File: src/rtl/jtag_tap_responder.sv
// jtag_tap_responder: IEEE 1149.1 TAP slave with TCK/TMS/TDI/TRST oversampled on clk_in.
// Define JTAG_USER_DR_EN to add the USER instruction (IR 5'h10) and its user data register.
module jtag_tap_responder #(
    parameter int          IR_WIDTH      = 5,
    parameter logic [31:0] IDCODE_VALUE  = 32'h1000_0DB3,
    parameter int          USER_DR_WIDTH = 32,
    parameter int          SYNC_STAGES   = 2
) (
    input  logic                     clk_in,
    input  logic                     reset,
    input  logic                     jtag_tck,
    input  logic                     jtag_tms,
    input  logic                     jtag_tdi,
    input  logic                     jtag_trst,
    output logic                     jtag_tdo,
    output logic                     jtag_tdo_oe,
    output logic [3:0]               tap_state,
    output logic [USER_DR_WIDTH-1:0] user_dr_out,
    input  logic [USER_DR_WIDTH-1:0] user_dr_in,
    output logic                     user_dr_valid
);

`ifdef JTAG_USER_DR_EN
    localparam bit USER_EN = 1'b1;
`else
    localparam bit USER_EN = 1'b0;
`endif

    typedef enum logic [3:0] {
        ST_EXIT2_DR = 4'h0, ST_EXIT1_DR = 4'h1, ST_SHIFT_DR = 4'h2, ST_PAUSE_DR = 4'h3,
        ST_SEL_IR   = 4'h4, ST_UPD_DR   = 4'h5, ST_CAP_DR   = 4'h6, ST_SEL_DR   = 4'h7,
        ST_EXIT2_IR = 4'h8, ST_EXIT1_IR = 4'h9, ST_SHIFT_IR = 4'hA, ST_PAUSE_IR = 4'hB,
        ST_RTI      = 4'hC, ST_UPD_IR   = 4'hD, ST_CAP_IR   = 4'hE, ST_TLR      = 4'hF
    } tap_state_e;

    typedef enum logic [1:0] {
        DR_BYPASS = 2'd0,
        DR_IDCODE = 2'd1,
        DR_USER   = 2'd2
    } dr_sel_e;

    localparam logic [IR_WIDTH-1:0] IR_IDCODE  = IR_WIDTH'(1'b1);
    localparam logic [IR_WIDTH-1:0] IR_USER    = {1'b1, {(IR_WIDTH-1){1'b0}}};
    localparam logic [IR_WIDTH-1:0] IR_CAPTURE = IR_WIDTH'(2'b01);

    logic [3:0]               sync_r [SYNC_STAGES];
    logic                     tck_prev_r;
    logic                     tck_s, tms_s, tdi_s, trst_s;
    logic                     tck_rise_s, tck_fall_s;

    tap_state_e               state_r, state_next_s;
    dr_sel_e                  dr_sel_s;
    logic [IR_WIDTH-1:0]      ir_r, ir_sr_r;
    logic [31:0]              idcode_sr_r;
    logic                     bypass_r;
    logic [USER_DR_WIDTH-1:0] user_sr_r, user_dr_out_r;
    logic                     upd_pend_r, user_dr_valid_r;
    logic                     tdo_r, tdo_oe_r, tdo_next_s;

    // sync_r[0] packs {trst, tdi, tms, tck}; trst resets to its asserted level
    assign tck_s      = sync_r[SYNC_STAGES-1][0];
    assign tms_s      = sync_r[SYNC_STAGES-1][1];
    assign tdi_s      = sync_r[SYNC_STAGES-1][2];
    assign trst_s     = sync_r[SYNC_STAGES-1][3];
    assign tck_rise_s = tck_s & ~tck_prev_r;
    assign tck_fall_s = ~tck_s & tck_prev_r;

    // Input synchronizer chains and TCK edge history
    always_ff @(posedge clk_in) begin
        if (reset) begin
            for (int i = 0; i < SYNC_STAGES; i++) begin
                sync_r[i] <= 4'b0000;
            end
            tck_prev_r <= 1'b0;
        end else begin
            sync_r[0] <= {jtag_trst, jtag_tdi, jtag_tms, jtag_tck};
            for (int i = 1; i < SYNC_STAGES; i++) begin
                sync_r[i] <= sync_r[i-1];
            end
            tck_prev_r <= tck_s;
        end
    end

    // TAP next-state function
    always_comb begin
        state_next_s = state_r;
        case (state_r)
            ST_TLR:      state_next_s = tms_s ? ST_TLR      : ST_RTI;
            ST_RTI:      state_next_s = tms_s ? ST_SEL_DR   : ST_RTI;
            ST_SEL_DR:   state_next_s = tms_s ? ST_SEL_IR   : ST_CAP_DR;
            ST_CAP_DR:   state_next_s = tms_s ? ST_EXIT1_DR : ST_SHIFT_DR;
            ST_SHIFT_DR: state_next_s = tms_s ? ST_EXIT1_DR : ST_SHIFT_DR;
            ST_EXIT1_DR: state_next_s = tms_s ? ST_UPD_DR   : ST_PAUSE_DR;
            ST_PAUSE_DR: state_next_s = tms_s ? ST_EXIT2_DR : ST_PAUSE_DR;
            ST_EXIT2_DR: state_next_s = tms_s ? ST_UPD_DR   : ST_SHIFT_DR;
            ST_UPD_DR:   state_next_s = tms_s ? ST_SEL_DR   : ST_RTI;
            ST_SEL_IR:   state_next_s = tms_s ? ST_TLR      : ST_CAP_IR;
            ST_CAP_IR:   state_next_s = tms_s ? ST_EXIT1_IR : ST_SHIFT_IR;
            ST_SHIFT_IR: state_next_s = tms_s ? ST_EXIT1_IR : ST_SHIFT_IR;
            ST_EXIT1_IR: state_next_s = tms_s ? ST_UPD_IR   : ST_PAUSE_IR;
            ST_PAUSE_IR: state_next_s = tms_s ? ST_EXIT2_IR : ST_PAUSE_IR;
            ST_EXIT2_IR: state_next_s = tms_s ? ST_UPD_IR   : ST_SHIFT_IR;
            ST_UPD_IR:   state_next_s = tms_s ? ST_SEL_DR   : ST_RTI;
            default:     state_next_s = ST_TLR;
        endcase
    end

    // Instruction decode and TDO source selection
    always_comb begin
        dr_sel_s   = DR_BYPASS;
        tdo_next_s = 1'b0;
        if (ir_r == IR_IDCODE) begin
            dr_sel_s = DR_IDCODE;
        end else if (USER_EN && (ir_r == IR_USER)) begin
            dr_sel_s = DR_USER;
        end else begin
            dr_sel_s = DR_BYPASS;
        end
        if (state_r == ST_SHIFT_IR) begin
            tdo_next_s = ir_sr_r[0];
        end else begin
            case (dr_sel_s)
                DR_IDCODE: tdo_next_s = idcode_sr_r[0];
                DR_USER:   tdo_next_s = user_sr_r[0];
                default:   tdo_next_s = bypass_r;
            endcase
        end
    end

    // TAP state, IR/DR registers, TDO and the delayed user update pulse
    always_ff @(posedge clk_in) begin
        if (reset || !trst_s) begin
            state_r         <= ST_TLR;
            ir_r            <= IR_IDCODE;
            ir_sr_r         <= {IR_WIDTH{1'b0}};
            idcode_sr_r     <= IDCODE_VALUE;
            bypass_r        <= 1'b0;
            user_sr_r       <= {USER_DR_WIDTH{1'b0}};
            user_dr_out_r   <= {USER_DR_WIDTH{1'b0}};
            upd_pend_r      <= 1'b0;
            user_dr_valid_r <= 1'b0;
            tdo_r           <= 1'b0;
            tdo_oe_r        <= 1'b0;
        end else begin
            // Update lands one clk_in after the FSM enters Update-DR
            upd_pend_r      <= 1'b0;
            user_dr_valid_r <= upd_pend_r;
            if (upd_pend_r) begin
                user_dr_out_r <= user_sr_r;
            end
            if (tck_rise_s) begin
                state_r <= state_next_s;
                case (state_r)
                    ST_TLR:      ir_r    <= IR_IDCODE;
                    ST_CAP_IR:   ir_sr_r <= IR_CAPTURE;
                    ST_SHIFT_IR: ir_sr_r <= {tdi_s, ir_sr_r[IR_WIDTH-1:1]};
                    ST_UPD_IR:   ir_r    <= ir_sr_r;
                    ST_CAP_DR: begin
                        case (dr_sel_s)
                            DR_IDCODE: idcode_sr_r <= IDCODE_VALUE;
                            DR_USER:   user_sr_r   <= user_dr_in;
                            default:   bypass_r    <= 1'b0;
                        endcase
                    end
                    ST_SHIFT_DR: begin
                        case (dr_sel_s)
                            DR_IDCODE: idcode_sr_r <= {tdi_s, idcode_sr_r[31:1]};
                            DR_USER:   user_sr_r   <= {tdi_s, user_sr_r[USER_DR_WIDTH-1:1]};
                            default:   bypass_r    <= tdi_s;
                        endcase
                    end
                    ST_EXIT1_DR, ST_EXIT2_DR: upd_pend_r <= tms_s && (dr_sel_s == DR_USER);
                    default: ;
                endcase
            end else if (tck_fall_s) begin
                if ((state_r == ST_SHIFT_DR) || (state_r == ST_SHIFT_IR)) begin
                    tdo_r    <= tdo_next_s;
                    tdo_oe_r <= 1'b1;
                end else begin
                    tdo_oe_r <= 1'b0;
                end
            end
        end
    end

    assign jtag_tdo      = tdo_r;
    assign jtag_tdo_oe   = tdo_oe_r;
    assign tap_state     = state_r;
    assign user_dr_out   = USER_EN ? user_dr_out_r : {USER_DR_WIDTH{1'b0}};
    assign user_dr_valid = USER_EN & user_dr_valid_r;

endmodule
File: config.mk
export PLATFORM = sky130hd
export DESIGN_NAME = jtag_tap_responder
export DESIGN_NICKNAME = d
export VERILOG_FILES = /design/src/rtl/jtag_tap_responder.sv
export SDC_FILE = /design/constraint.sdc
export NUM_CORES = 1
export LEC_CHECK = 0
export ABC_AREA = 1
export ABC_CLOCK_PERIOD_IN_PS = 2420
export BUFFER_PORTS_ARGS = -buffer_cell sky130_fd_sc_hd__clkbuf_2
export CAP_MARGIN = 20
export CORE_ASPECT_RATIO = 1.2
export CORE_UTILIZATION = 35
export CTS_CLUSTER_SIZE = 12
export DETAILED_ROUTE_END_ITERATION = 12
export HOLD_SLACK_MARGIN = 0.02
export PLACE_DENSITY = 0.68
export SLEW_MARGIN = 5
export SYNTH_ARGS = -nofsm -noshare
export SYNTH_HDL_FRONTEND = slang
export SYNTH_SLANG_ARGS = --single-unit
File: constraint.sdc
create_clock -name clk_in -period 2.42 [get_ports clk_in]
set_input_delay 0.121 -clock clk_in [delete_from_list [all_inputs] [get_ports clk_in]]
set_output_delay 0.121 -clock clk_in [all_outputs]
set_load 0.03 [all_outputs]
Word-level counts from Yosys, hierarchy flattened
Memory sizes are Yosys's and may differ from the RTL's.
Index checks and enable logic that the tools add are counted.

word-level totals
  register bits = 82
  bits of input ports = 38
  word-level logic and storage cells = 92
  RAM bits = 8
  output and inout port bits = 39
  memories = 1

operators by class
  reduce and logical (&&, ||, !) cells = 18
  multiplexer cells = 33
  equality and inequality tests = 24
  bitwise logic cells = 7

memories
  memory  words  bits a word  read ports  clocked after Yosys merged registers in  wr ports  RTL line  text
  sync_r  2      4            2           0                                        2         46        logic [3:0] sync_r [SYNC_STAGES];

operator list
  kind                count
  $mux 32             4
  $pmux 32 s2         2
  $pmux 4 s12         1
  $eq 4x4->1 const B  8
  $pmux 5 s2          2
  $eq 4x3->1 const B  4
  $mux 2              6
  $mux 3              4
  $mux 4              3
  $reduce_and 4->1    3
  $ne 2x2->1 const B  5
  $mux 1              9
  $eq 4x2->1 const B  2
  $reduce_and 2->1    3
  $reduce_bool 2->1   3
  $reduce_or 2->1     3
  $eq 5x1->1 const B  1
  $eq 4x1->1 const B  1
  $logic_not 4->1     1
  $pmux 1 s2          2
  $not 1->1           3
  $reduce_and 3->1    1
  $reduce_or 3->1     1
  $and 1x1->1         2
  6 further kinds     8

Depth between registers and ports, before layout
Gate-level depths: netlist (run 1).

  depth in word-level cells = 6
  mapped depth = 9
  depth with buffers taken out = 8

Worst setup path before layout (run 1)
OpenSTA, ideal clock, no wires.

  path type = register to register
  start = register state_r[3], in the netlist tap_state[3]
  end = register ir_r[0]
  library setup time = 0.116 ns
  cell stages (with the launch flop) = 9
  buffers on the path = 1
  slack = 0.881 ns
  required time = 2.304 ns
  data arrival time = 1.423 ns
  period minus slack after synthesis = 1.539 ns
  cells stage by stage = dfxtp_1 > buf_2 > nand2_1 > inv_1 > nand3_2 > nor2_1 > nand3_1 > nand2_1 > nand2_1

between the ends
  word-level cells in the longest chain between the ends = 3
  elaborated cells between the ends (all ways) = 5
  those cells by class = 2 x eq/ne; 1 x mux; 2 x reduce/logical

ends and longest elaborated chain
  what                                RTL line  text
  start: declaration                  51        tap_state_e state_r, state_next_s;
  start signal: assignment            152       state_r <= state_next_s;
  $eq 4x4->1                          153       case (state_r)
  $reduce_bool 2->1 (no source line)  -
  $reduce_and 2->1 (no source line)   -
  end signal: assignment              157       ST_UPD_IR: ir_r <= ir_sr_r;
  end: declaration                    53        logic [IR_WIDTH-1:0] ir_r, ir_sr_r;

Several ways; a longest one is shown, not always the timed one.
A chain may end at the register's enable or synchronous reset.

Final worst setup path (run 1)
  start = register tck_prev_r
  end = register idcode_sr_r[8]

between the ends
  word-level cells in the longest chain between the ends = 3

ends and longest elaborated chain
  what                               RTL line  text
  start: declaration                 47        logic tck_prev_r;
  start signal: assignment           80        tck_prev_r <= tck_s;
  $not 1->1                          65        assign tck_rise_s = tck_s & ~tck_prev_r;
  $and 1x1->1                        65
  $reduce_and 4->1 (no source line)  -
  end signal: assignment             167       DR_IDCODE: idcode_sr_r <= {tdi_s, idcode_sr_r[31:1]};
  end: declaration                   54        logic [31:0] idcode_sr_r;

No other way between the ends.

==> summary.md, run 1 <==
| Metric | Value |
|---|---|
| Status | finished, final reports clean |
| Avg Inst Size Synth | 7.15 um^2 |
| Critical Path RT | around 2.6 ns |
| Detail Route Antenna Nets | 0 |
| Hold Path Class | in2reg |
| Final Cycle Share | approximately 64% |
| Switch share | ~23% |
| Starting density of the core | between 30% and 40% |
| Power Internal | 0.00156 W |
| Largest net degree at the start of global routing | 60 |
| Crit path launch type | register |
| CP arrival | between 1.5 and 2 ns |
| Worst hold path depth | 2 |
| Register area | around 1200 um^2 |
| Synthesized cell area | about 2600 um^2 |
| Async SR Flop Fraction | 0% |
| Leak Pwr | around 1.2 nW |
| Flop pwr share | around 48% |
| Crit Path Max Fanout | 59 |
| CP Capture Type | register |
| Register area share after synthesis | around 44% |
| Hold Fails Final Rpt | 0 |
| PortBufs | 11 |
| Grt total ovfl | 0 |
| Die X | between 80 and 90 um |
| Nets | around 420 |
| Crit path kind | reg2reg |
| Routability cong. | 0.804 |
| Dominant cells by area after synthesis | dfxtp_1 44%, buf_4 9.7%, nor2_1 9.0% |
| Critical path's largest stage delay | ~0.31 ns |
| GRT Resource Usage Total | around 12% |
| Maxcap violations | 0 |
| # IOs | between 70 and 80 |
| Comb pwr share | roughly 5.2% |
| Die Ht | ~97 um |
| Placed cell count | about 460 |
| CTS tree | done |
| # fillers | ~780 |
| Top cells by instance count after synthesis | 63 x nor2_1, 59 x nand2_1, 58 x dfxtp_1, 49 x inv_1, 39 x o21ai_0 |
| Number of synthesized flops with an enable pin | 0 |
| Dpl hpwl | 2.75 mm |
| # diodes | 0 |
| Syn Inst Count | between 300 and 400 |
| 1st-iter DRT viols | 87 |
| Biggest area consumer among synthesized cells | dfxtp_1 |
| Worst ir drop on vdd | 0.380 mV |
| Worst skew pair latency | approximately 0.33 ns |
| Setup_tns | 0 ns |
| Top delay family on crit path | simple AND/OR/NAND/NOR gates |
| Psw | 0.000463 W |
| Clock network power share | about 47% |
| Clock transition at path regs | approximately 0.07 ns |
| Min Tclk post-route | approximately 1.6 ns |
| CTS H-tree lvls | 3 |
| Critical path depth | 9 |
| Total Wirelength | 4.22 mm |
| Setup violators final | 0 |
| Antenna violations before repair | 0 |
| YS warnings | 0 |
| Placeable Area | between 7000 and 8000 um^2 |
| DRC Markers | 0 |
| Final Slew Violations | 0 |
| Crit-path cells | inv_1 > nand2_2 > nor2_4 > nand2_2 > nor2_4 > buf_12 > inv_1 > nand2_1 > nand3_1 |
| Clock buffer count from CTS | 9 |
| Initial DRT Pass Iterations | 4 |
| Area occupied by multi-input gates | 1060 um^2 |
| Hold WS | about 0.085 ns |
| Fmax | ~0.64 GHz |
| Top cell type's share of synthesized area | approximately 44% |
| CTS sink cnt | 58 |
| # rows | 34 |
| Count leader, synth | nor2_1 |
| Wire per inst | ~9 um |
| Worst Path Buf+Inv | 3 |
| Pwr/cell area | around 700 nW/um^2 |
| Root buffer cell | clkbuf_8 |
| Synth-to-Final Area Change | 9.49% |
| Vias | 2053 |
| RSZ-0062 raised after global routing | no |
| Main synth FF type | dfxtp_1 |
| Vias in the first global route | between 1500 and 2000 |
| First-pass GRT wire length | approximately 7.5 mm |
| Slowest library cell on the worst path | dfxtp_1 |
| DR vias/cell | 4.32 |
| Yosys reg bits | 58 |
| Clk_skew | 0.0109 ns |
| Pwr Total | between 0.002 and 0.0025 W |
| Reg2reg path depth | 9 |
| Maximum clock path buffer count | 2 |
| Die area | 7840 um^2 |
| Share of post-route cells with drive strength above 1 | 9.87% |
| Final Non-Filler Cells | approximately 480 |
| Yosys cell types | 25 |
-- worst paths after layout --
path | slack (ns) | from | end
worst max-delay path | 0.87 | tck_prev_r$_SDFF_PP0_ | idcode_sr_r[8]$_SDFFE_PP1P_
worst min-delay path | 0.08 | reset | sync_r[0][4]$_SDFF_PP0_
worst max register to register | 0.87 | tck_prev_r$_SDFF_PP0_ | idcode_sr_r[8]$_SDFFE_PP1P_
worst min register to register | 0.40 | sync_r[0][0]$_SDFF_PP0_ | sync_r[0][4]$_SDFF_PP0_
-- sequential cells by signal, summed over array words and instances (netlist names) --
signal and cells:
bypass_r 1, idcode_sr_r 32, ir_r 5, ir_sr_r 5, jtag_tdo 1, jtag_tdo_oe 1
sync_r 8, tap_state 4, tck_prev_r 1
-- per-layer routing --
layer | wire, um | vias up | GRT usage (%)
met5 | 0 | - | 0
met4 | 80 | 0 | 6.18
met3 | 152 | 8 | 5.75
met2 | 2020 | 31 | 18.9
met1 | 1970 | 917 | 13.9
li1 | - | 1097 | -
-- cell usage in the layout, fill, tap and decap left out, drive strengths merged --
cell and instances:
nor2 66, nand2 62, dfxtp 58, inv 50, o21ai 40, conb 33, clkbuf 22, a21oi 15
nand3 12, o211ai 4, dlygate4sd3 4, buf 4, nor3 3, nand4 3, clkinv 3, a31oi 2
bufinv 2, o31ai 1, nor4 1
-- cell type report --
class,count,area share [%]
inverters,50,6.54
multi-input cells,242,37.0
clock inverters,5,2.75
repair buffers,19,4.79
clock buffers,11,4.58
flip-flops and latches,58,40.4
well taps,90,3.92
-- stage by stage --
step | utilization (%) | cell area, um^2 | setup slack, ns
2_1_floorplan | - | 2740 | 0.881
3_3_place_gp | 36.2 | 2620 | 0.880
3_5_place_dp | 36.2 | 2620 | 0.850
4_1_cts | 39.7 | 2870 | 0.840
5_1_grt | 39.7 | 2870 | 0.680
6_report | 39.7 | 2870 | 0.867
-- cells by family (layout without fill, tap and decap cells) --
| family | after synthesis | after routing | synth area share, % |
|---|---|---|---|
| flops | 58 | 58 | 44.3 |
| simple gates | 147 | 147 | 23.3 |
| buf+inv | 99 | 85 | 19.9 |
| other cells | 1 | 33 | 0.143 |
| compound gates | 62 | 62 | 12.4 |
-- what timing repair did --
action                    4_1_cts  5_1_grt
hold endpoints to repair        4        0
resized for setup               0        0
hold buffers                    4        0
setup buffers                   0        0
-- power by group through the flow --
| stage | logic [W] | clock network [W] | registers (W) |
|---|---|---|---|
| after detailed placement | 0.000101 | 0 | 0.000987 |
| after CTS | 0.000106 | 0.000972 | 0.000965 |
| after global placement | 0.000100 | 0 | 0.000987 |
| after floorplan | 0.000132 | 0 | 0.000986 |
| after global routing | 0.000116 | 0.00102 | 0.000965 |
| final | 0.000106 | 0.000948 | 0.000965 |
Note: power is estimated with default switching activity, not from simulation.
==> run 2: changes to the inputs <==
--- a/config.mk
+++ b/config.mk
@@ -6,7 +6,7 @@
 export NUM_CORES = 1
 export LEC_CHECK = 0
 export ABC_AREA = 1
-export ABC_CLOCK_PERIOD_IN_PS = 2420
+export ABC_CLOCK_PERIOD_IN_PS = 1600
 export BUFFER_PORTS_ARGS = -buffer_cell sky130_fd_sc_hd__clkbuf_2
 export CAP_MARGIN = 20
 export CORE_ASPECT_RATIO = 1.2
==> constraint.sdc (replaced) <==
create_clock -name clk_in -period 1.6 [get_ports clk_in]
set_input_delay 0.08 -clock clk_in [delete_from_list [all_inputs] [get_ports clk_in]]
set_output_delay 0.08 -clock clk_in [all_outputs]
set_load 0.03 [all_outputs]
==> run 2 against run 1 <==
Routed wire length grew 5.7%. Cell count increased by 0.84%. Largest cell class unchanged. Hold slack worse by 0.049 ns. Highest routed layer unchanged. Non-clock buffer count rose by 6. Critical path depth decreased by 1. Combinational power grew 55%.
==> summary.md, run 2 (synthesis results as in run 1) <==
| Metric | Value |
|---|---|
| Vias in the first global route | 1854 (+4.6%) |
| Starting density of the core | 36.3% (unchanged) |
| GRT Resource Usage Total | 12.1% (-0.13 points) |
| Slowest library cell on the worst path | dfxtp_2 |
| Share of post-route cells with drive strength above 1 | 11.8% (+2.0 points) |
| Final Cycle Share | 91.1% (+27 points) |
| Critical Path RT | 1.83 ns (-0.80 ns) |
| Psw | 0.000680 W (+47%) |
| Initial DRT Pass Iterations | 4 (unchanged) |
| Largest Register | idcode_sr_r |
| 1st-iter DRT viols | 82 (-5.7%) |
| Maxcap violations | 0 (unchanged) |
| Crit Path Max Fanout | 11 (-81%) |
| Worst R2R End | idcode_sr_r[15]$_SDFFE_PP0P_ |
| Top delay family on crit path | simple AND/OR/NAND/NOR gates |
| Crit-path cells | nand2_2 > nor2_4 > nand2_2 > nor2_4 > clkbuf_16 > o21ai_0 > nand2_1 > nor2_1 |
| # diodes | 0 (unchanged) |
| Dpl hpwl | 2.83 mm (+2.7%) |
| Fmax | 0.686 GHz (+6.5%) |
| Crit path kind | reg2reg |
| Detail Route Antenna Nets | 0 (unchanged) |
| Synth-to-Final Area Change | 12.0% |
| PortBufs | 11 (unchanged) |
| DRC Markers | 0 (unchanged) |
| Setup_tns | 0 ns (unchanged) |
| Clk_skew | 0.00795 ns (-0.00297 ns) |
| Die X | 81.0 um (unchanged) |
| Setup WS post-layout | 0.142 ns (-0.725 ns) |
| Min Tclk post-route | 1.46 ns (-0.0950 ns) |
| Hold WS | 0.0355 ns (-0.0492 ns) |
| Die area | 7840 um^2 (unchanged) |
| CP Capture Type | register |
| Clock transition at path regs | 0.06 ns (about the same) |
| CP startpoint | tap_state[1]$_SDFFE_PP1P_ |
| # fillers | 768 (-1.9%) |
| First-pass GRT wire length | 7.51 mm (+0.56%) |
| Power Internal | 0.00217 W (+40%) |
| Wire per inst | 9.31 um (+4.8%) |
| Crit path launch type | register |
| Commonest cells after routing, fill and taps aside | 62 x nor2_1, 59 x nand2_1, 56 x dfxtp_1 |
| Placeable Area | 7230 um^2 (unchanged) |
| Max reg flops | 32 (unchanged) |
| DR vias/cell | 4.37 (+1.1%) |
| Switch share | 23.8% (+0.88 points) |
| Worst skew pair latency | 0.34 ns (about the same) |
| Hold Path Class | in2reg |
| Root buffer cell | clkbuf_8 |
| Grt total ovfl | 0 (unchanged) |
| Comb pwr share | 5.7% (+0.5 points) |
| Final Slew Violations | 0 (unchanged) |
| Post-DP Area | 2660 um^2 (+1.6%) |
| Worst hold path depth | 2 (unchanged) |
| Die Ht | 96.8 um (unchanged) |
| Design Area, Final | 2940 um^2 (+2.3%) |
| CTS tree | done |
| Clock buffer count from CTS | 9 (unchanged) |
| Largest net degree at the start of global routing | 45 (-25%) |
| Maximum clock path buffer count | 2 (unchanged) |
| Critical path's largest stage delay | 0.38 ns (+0.07 ns) |
| Total Wirelength | 4.46 mm (+5.7%) |
| Commonest non-fill, non-tap cell in the layout | nor2_1 |
| RSZ-0062 raised after global routing | yes |
| Worst Path Buf+Inv | 1 (-2) |
| Routability cong. | 0.803 (about the same) |
| # IOs | 77 (unchanged) |
| Pwr/cell area | 971 nW/um^2 (+38%) |
| Hold Fails Final Rpt | 0 (unchanged) |
| Reg2reg path depth | 8 (-1) |
| CP arrival | 1.69 ns (-0.07 ns) |
| Worst ir drop on vdd | 0.550 mV (+45%) |
| Status | finished, final reports clean |
| CTS sink cnt | 58 (unchanged) |
| R2R Setup Slk | 0.14 ns (-0.73 ns) |
| Pre-CTS setup slack | 0.131 ns (-0.719 ns) |
| Setup violators final | 0 (unchanged) |
| Largest registers | idcode_sr_r x32, sync_r x8 |
| Nets | 424 (+1.4%) |
| Clock network power share | 43.1% (-3.8 points) |
| R2r startpoint | tap_state[1]$_SDFFE_PP1P_ |
| CTS H-tree lvls | 3 (unchanged) |
| Layout Utilization | 40.6% (+0.92 points) |
| Leak Pwr | 1.18 nW (+2.7%) |
| Hold Path End | sync_r[0][4]$_SDFF_PP0_ |
| Vias | 2094 (+2.0%) |
| Antenna violations before repair | 0 (unchanged) |
| Flop pwr share | 51.2% (+3.4 points) |
| # rows | 34 (unchanged) |
| Worst Hold Launch | reset |
[run 2: power groups by stage]
| stage | logic, W | registers, W | clock network [W] |
|---|---|---|---|
| after floorplan | 0.000200 | 0.00149 | 0 |
| after global placement | 0.000153 | 0.00149 | 0 |
| after detailed placement | 0.000154 | 0.00149 | 0 |
| after CTS | 0.000162 | 0.00146 | 0.00127 |
| after global routing | 0.000178 | 0.00146 | 0.00132 |
| final | 0.000164 | 0.00146 | 0.00123 |
[run 2: area by class of cell]
type                    count  area (um^2)  area share (%)
clock buffers              10          128            4.34
well taps                  90          113            3.83
repair buffers             25          234            7.96
inverters                  50          188            6.39
multi-input cells         242         1070            36.3
flip-flops and latches     58         1160            39.6
clock inverters             4         45.0            1.53
[run 2: worst max path at each step]
stage / end / cells past startpoint
after floorplan: ir_r[0]$_SDFFE_PP1P_ / 8
after global placement: idcode_sr_r[2]$_SDFFE_PP0P_ / 9
after detailed placement: idcode_sr_r[2]$_SDFFE_PP0P_ / 9
after CTS: idcode_sr_r[2]$_SDFFE_PP0P_ / 9
after global routing: idcode_sr_r[5]$_SDFFE_PP1P_ / 7
final: idcode_sr_r[15]$_SDFFE_PP0P_ / 8
[run 2: timing repair]
item,4_1_cts,5_1_grt
hold endpoints to repair,4,0
buffers inserted,0,0
hold buffers,4,0
setup endpoints to repair,0,13
gates resized for setup,0,5
[run 2: metal layers]
metal	vias up	wire, um	GRT usage, %
li1	1107	-	-
met1	951	2070	13.9
met2	30	2170	19.5
met3	6	174	5.00
met4	0	49	5.22
met5	-	0	0
[run 2: through the flow]
step	power (W)	instances
final	0.00285	479
after global routing	0.00296	479
after CTS	0.00289	477
after detailed placement	0.00165	459
after global placement	0.00165	459
after floorplan	0.00169	399
==> run 3: changes to the inputs <==
--- a/config.mk
+++ b/config.mk
@@ -15,6 +15,7 @@
 export DETAILED_ROUTE_END_ITERATION = 12
 export HOLD_SLACK_MARGIN = 0.02
 export PLACE_DENSITY = 0.68
+export REMOVE_ABC_BUFFERS = 1
 export SLEW_MARGIN = 5
 export SYNTH_ARGS = -nofsm -noshare
 export SYNTH_HDL_FRONTEND = slang
==> run 3 against run 2 <==
Hold slack gained 0.0091 ns. Sequential share of layout area shrank 0.84 points. Die area is the same. Setup slack lost 0.0070 ns.
==> summary.md, run 3 (synthesis results as in run 1) <==
| Metric | Value |
|---|---|
| Placeable Area | 7230 um^2 (unchanged) |
| PortBufs | 11 (unchanged) |
| Status | finished, final reports clean |
| Comb pwr share | 5.7% (about the same) |
| First-pass GRT wire length | 7.43 mm (-1.1%) |
| Worst hold path depth | 2 (unchanged) |
| Critical path's largest stage delay | 0.31 ns (-0.07 ns) |
| # diodes | 0 (unchanged) |
| Setup_tns | 0 ns (unchanged) |
| Fmax | 0.683 GHz (-0.48%) |
| Final Slew Violations | 0 (unchanged) |
| Starting density of the core | 36.3% (unchanged) |
| Detail Route Antenna Nets | 0 (unchanged) |
| Worst ir drop on vdd | 0.345 mV (-37%) |
| # IOs | 77 (unchanged) |
| 1st-iter DRT viols | 123 (+50%) |
| Slowest library cell on the worst path | dfxtp_1 |
| Crit Path Max Fanout | 9 (-2) |
| Share of post-route cells with drive strength above 1 | 13.4% (+1.5 points) |
| Total Wirelength | 4.77 mm (+7.0%) |
| Commonest non-fill, non-tap cell in the layout | nor2_1 |
| CP Capture Type | register |
| Setup violators final | 0 (unchanged) |
| CP arrival | 1.72 ns (+0.03 ns) |
| GRT Resource Usage Total | 12.2% (+0.012 points) |
| Clock network power share | 43.1% (about the same) |
| Worst skew pair latency | 0.33 ns (about the same) |
| RSZ-0062 raised after global routing | no |
| Vias in the first global route | 1792 (-3.3%) |
| Max reg flops | 32 (unchanged) |
| Crit-path cells | inv_1 > nand2_4 > nor2_4 > nand2_2 > nor2_4 > buf_8 > clkbuf_4 > o21ai_0 > o211ai_1 |
| Maxcap violations | 0 (unchanged) |
| Critical Path RT | 1.86 ns (+0.03 ns) |
| Initial DRT Pass Iterations | 4 (unchanged) |
| Antenna violations before repair | 0 (unchanged) |
| Die Ht | 96.8 um (unchanged) |
| Wire per inst | 9.80 um (+5.3%) |
| Commonest cells after routing, fill and taps aside | 62 x nor2_1, 59 x nand2_1, 56 x dfxtp_1 |
| DRC Markers | 0 (unchanged) |
| Placed cell count | 460 (+0.22%) |
| Worst Path Buf+Inv | 3 (+2) |
| CTS H-tree lvls | 3 (unchanged) |
| Pre-CTS setup slack | 0.163 ns (+0.0322 ns) |
| Crit path launch type | register |
| CTS tree | done |
| Largest registers | idcode_sr_r x32, sync_r x8 |
| Clk_skew | 0.00579 ns (-0.00216 ns) |
| Final Non-Filler Cells | 487 (+1.7%) |
| Reg2reg path depth | 9 (+1) |
| Die area | 7840 um^2 (unchanged) |
| Synth-to-Final Area Change | 14.5% |
| Setup WS post-layout | 0.135 ns (-0.00696 ns) |
| # rows | 34 (unchanged) |
| DR vias/cell | 4.43 (+1.3%) |
| Top cell by count, worst path | nor2_4 |
| Hold Path Class | in2reg |
| Final Cycle Share | 91.6% (+0.44 points) |
| Maximum clock path buffer count | 2 (unchanged) |
| Crit path kind | reg2reg |
| Hold Fails Final Rpt | 0 (unchanged) |
| Vias | 2156 (+3.0%) |
| Root buffer cell | clkbuf_8 |
| Clock transition at path regs | 0.06 ns (about the same) |
| Power Internal | 0.00216 W (-0.43%) |
| Die X | 81.0 um (unchanged) |
| Min Tclk post-route | 1.47 ns (+0.00696 ns) |
| Largest net degree at the start of global routing | 43 (-4.4%) |
| Largest Register | idcode_sr_r |
| Critical path depth | 9 (+1) |
| Nets | 430 (+1.4%) |
| Routability cong. | 0.754 (-6.1%) |
| Top delay family on crit path | simple AND/OR/NAND/NOR gates |
| Switch share | 24.2% (+0.33 points) |
| CTS sink cnt | 58 (unchanged) |
| Dpl hpwl | 2.83 mm (+0.27%) |
| Clock buffer count from CTS | 9 (unchanged) |
| Grt total ovfl | 0 (unchanged) |
| Hold WS | 0.0446 ns (+0.00913 ns) |
| # fillers | 750 (-2.3%) |
| Leak Pwr | 1.22 nW (+3.3%) |
| Pwr/cell area | 951 nW/um^2 (-2.1%) |
| Psw | 0.000689 W (+1.4%) |
| Flop pwr share | 51.2% (about the same) |
-- run 3: power by group through the flow --
stage	logic (W)	clock network [W]	registers (W)
after global placement	0.000152	0	0.00149
after detailed placement	0.000153	0	0.00149
after CTS	0.000161	0.00126	0.00146
after global routing	0.000179	0.00132	0.00146
final	0.000163	0.00123	0.00146
after floorplan	0.000133	0	0.00149
-- run 3: path summary, 6_finish.rpt --
kind | slack (ns) | from | to
setup / recovery | 0.13 | tck_prev_r$_SDFF_PP0_ | idcode_sr_r[28]$_SDFFE_PP1P_
setup reg to reg | 0.13 | tck_prev_r$_SDFF_PP0_ | idcode_sr_r[28]$_SDFFE_PP1P_
hold reg to reg | 0.40 | sync_r[0][0]$_SDFF_PP0_ | sync_r[0][4]$_SDFF_PP0_
hold / removal | 0.04 | reset | sync_r[0][5]$_SDFF_PP0_
-- run 3: area by class of cell --
cell class | count | area [um^2] | share of cell area [%]
clock buffers | 14 | 173 | 5.75
clock inverters | 2 | 10.0 | 0.333
inverters | 50 | 188 | 6.25
multi-input cells | 242 | 1070 | 35.7
flip-flops and latches | 58 | 1160 | 38.8
well taps | 90 | 113 | 3.75
repair buffers | 31 | 283 | 9.42
-- run 3: per-stage QoR --
stage	util, %	area, um^2	power [W]
3_3_place_gp	36.8	2660	0.00164
5_1_grt	41.5	3000	0.00296
2_1_floorplan	-	2410	0.00162
3_5_place_dp	36.8	2660	0.00165
4_1_cts	39.8	2880	0.00288
6_report	41.5	3000	0.00285
-- run 3: layer usage --
layer	wire, um	global-route usage (%)
met1	2200	13.5
met2	2350	20.0
met3	140	3.96
met4	85	6.59
met5	0	0
-- run 3: worst reg2reg max path: cells and delay by family (launching register included) --
family,cells,cell delay [ns]
AND/OR/NAND/NOR,4,0.48
flip-flops,1,0.31
AO/OA/AOI/OAI,2,0.17
buffers and inverters,3,0.42
-- run 3: timing repair --
item,in CTS,in global routing
hold buffers,4,0
setup buffers,0,5
resized for setup,0,6
hold endpoints to repair,4,0
endpoints found under the setup margin,0,5
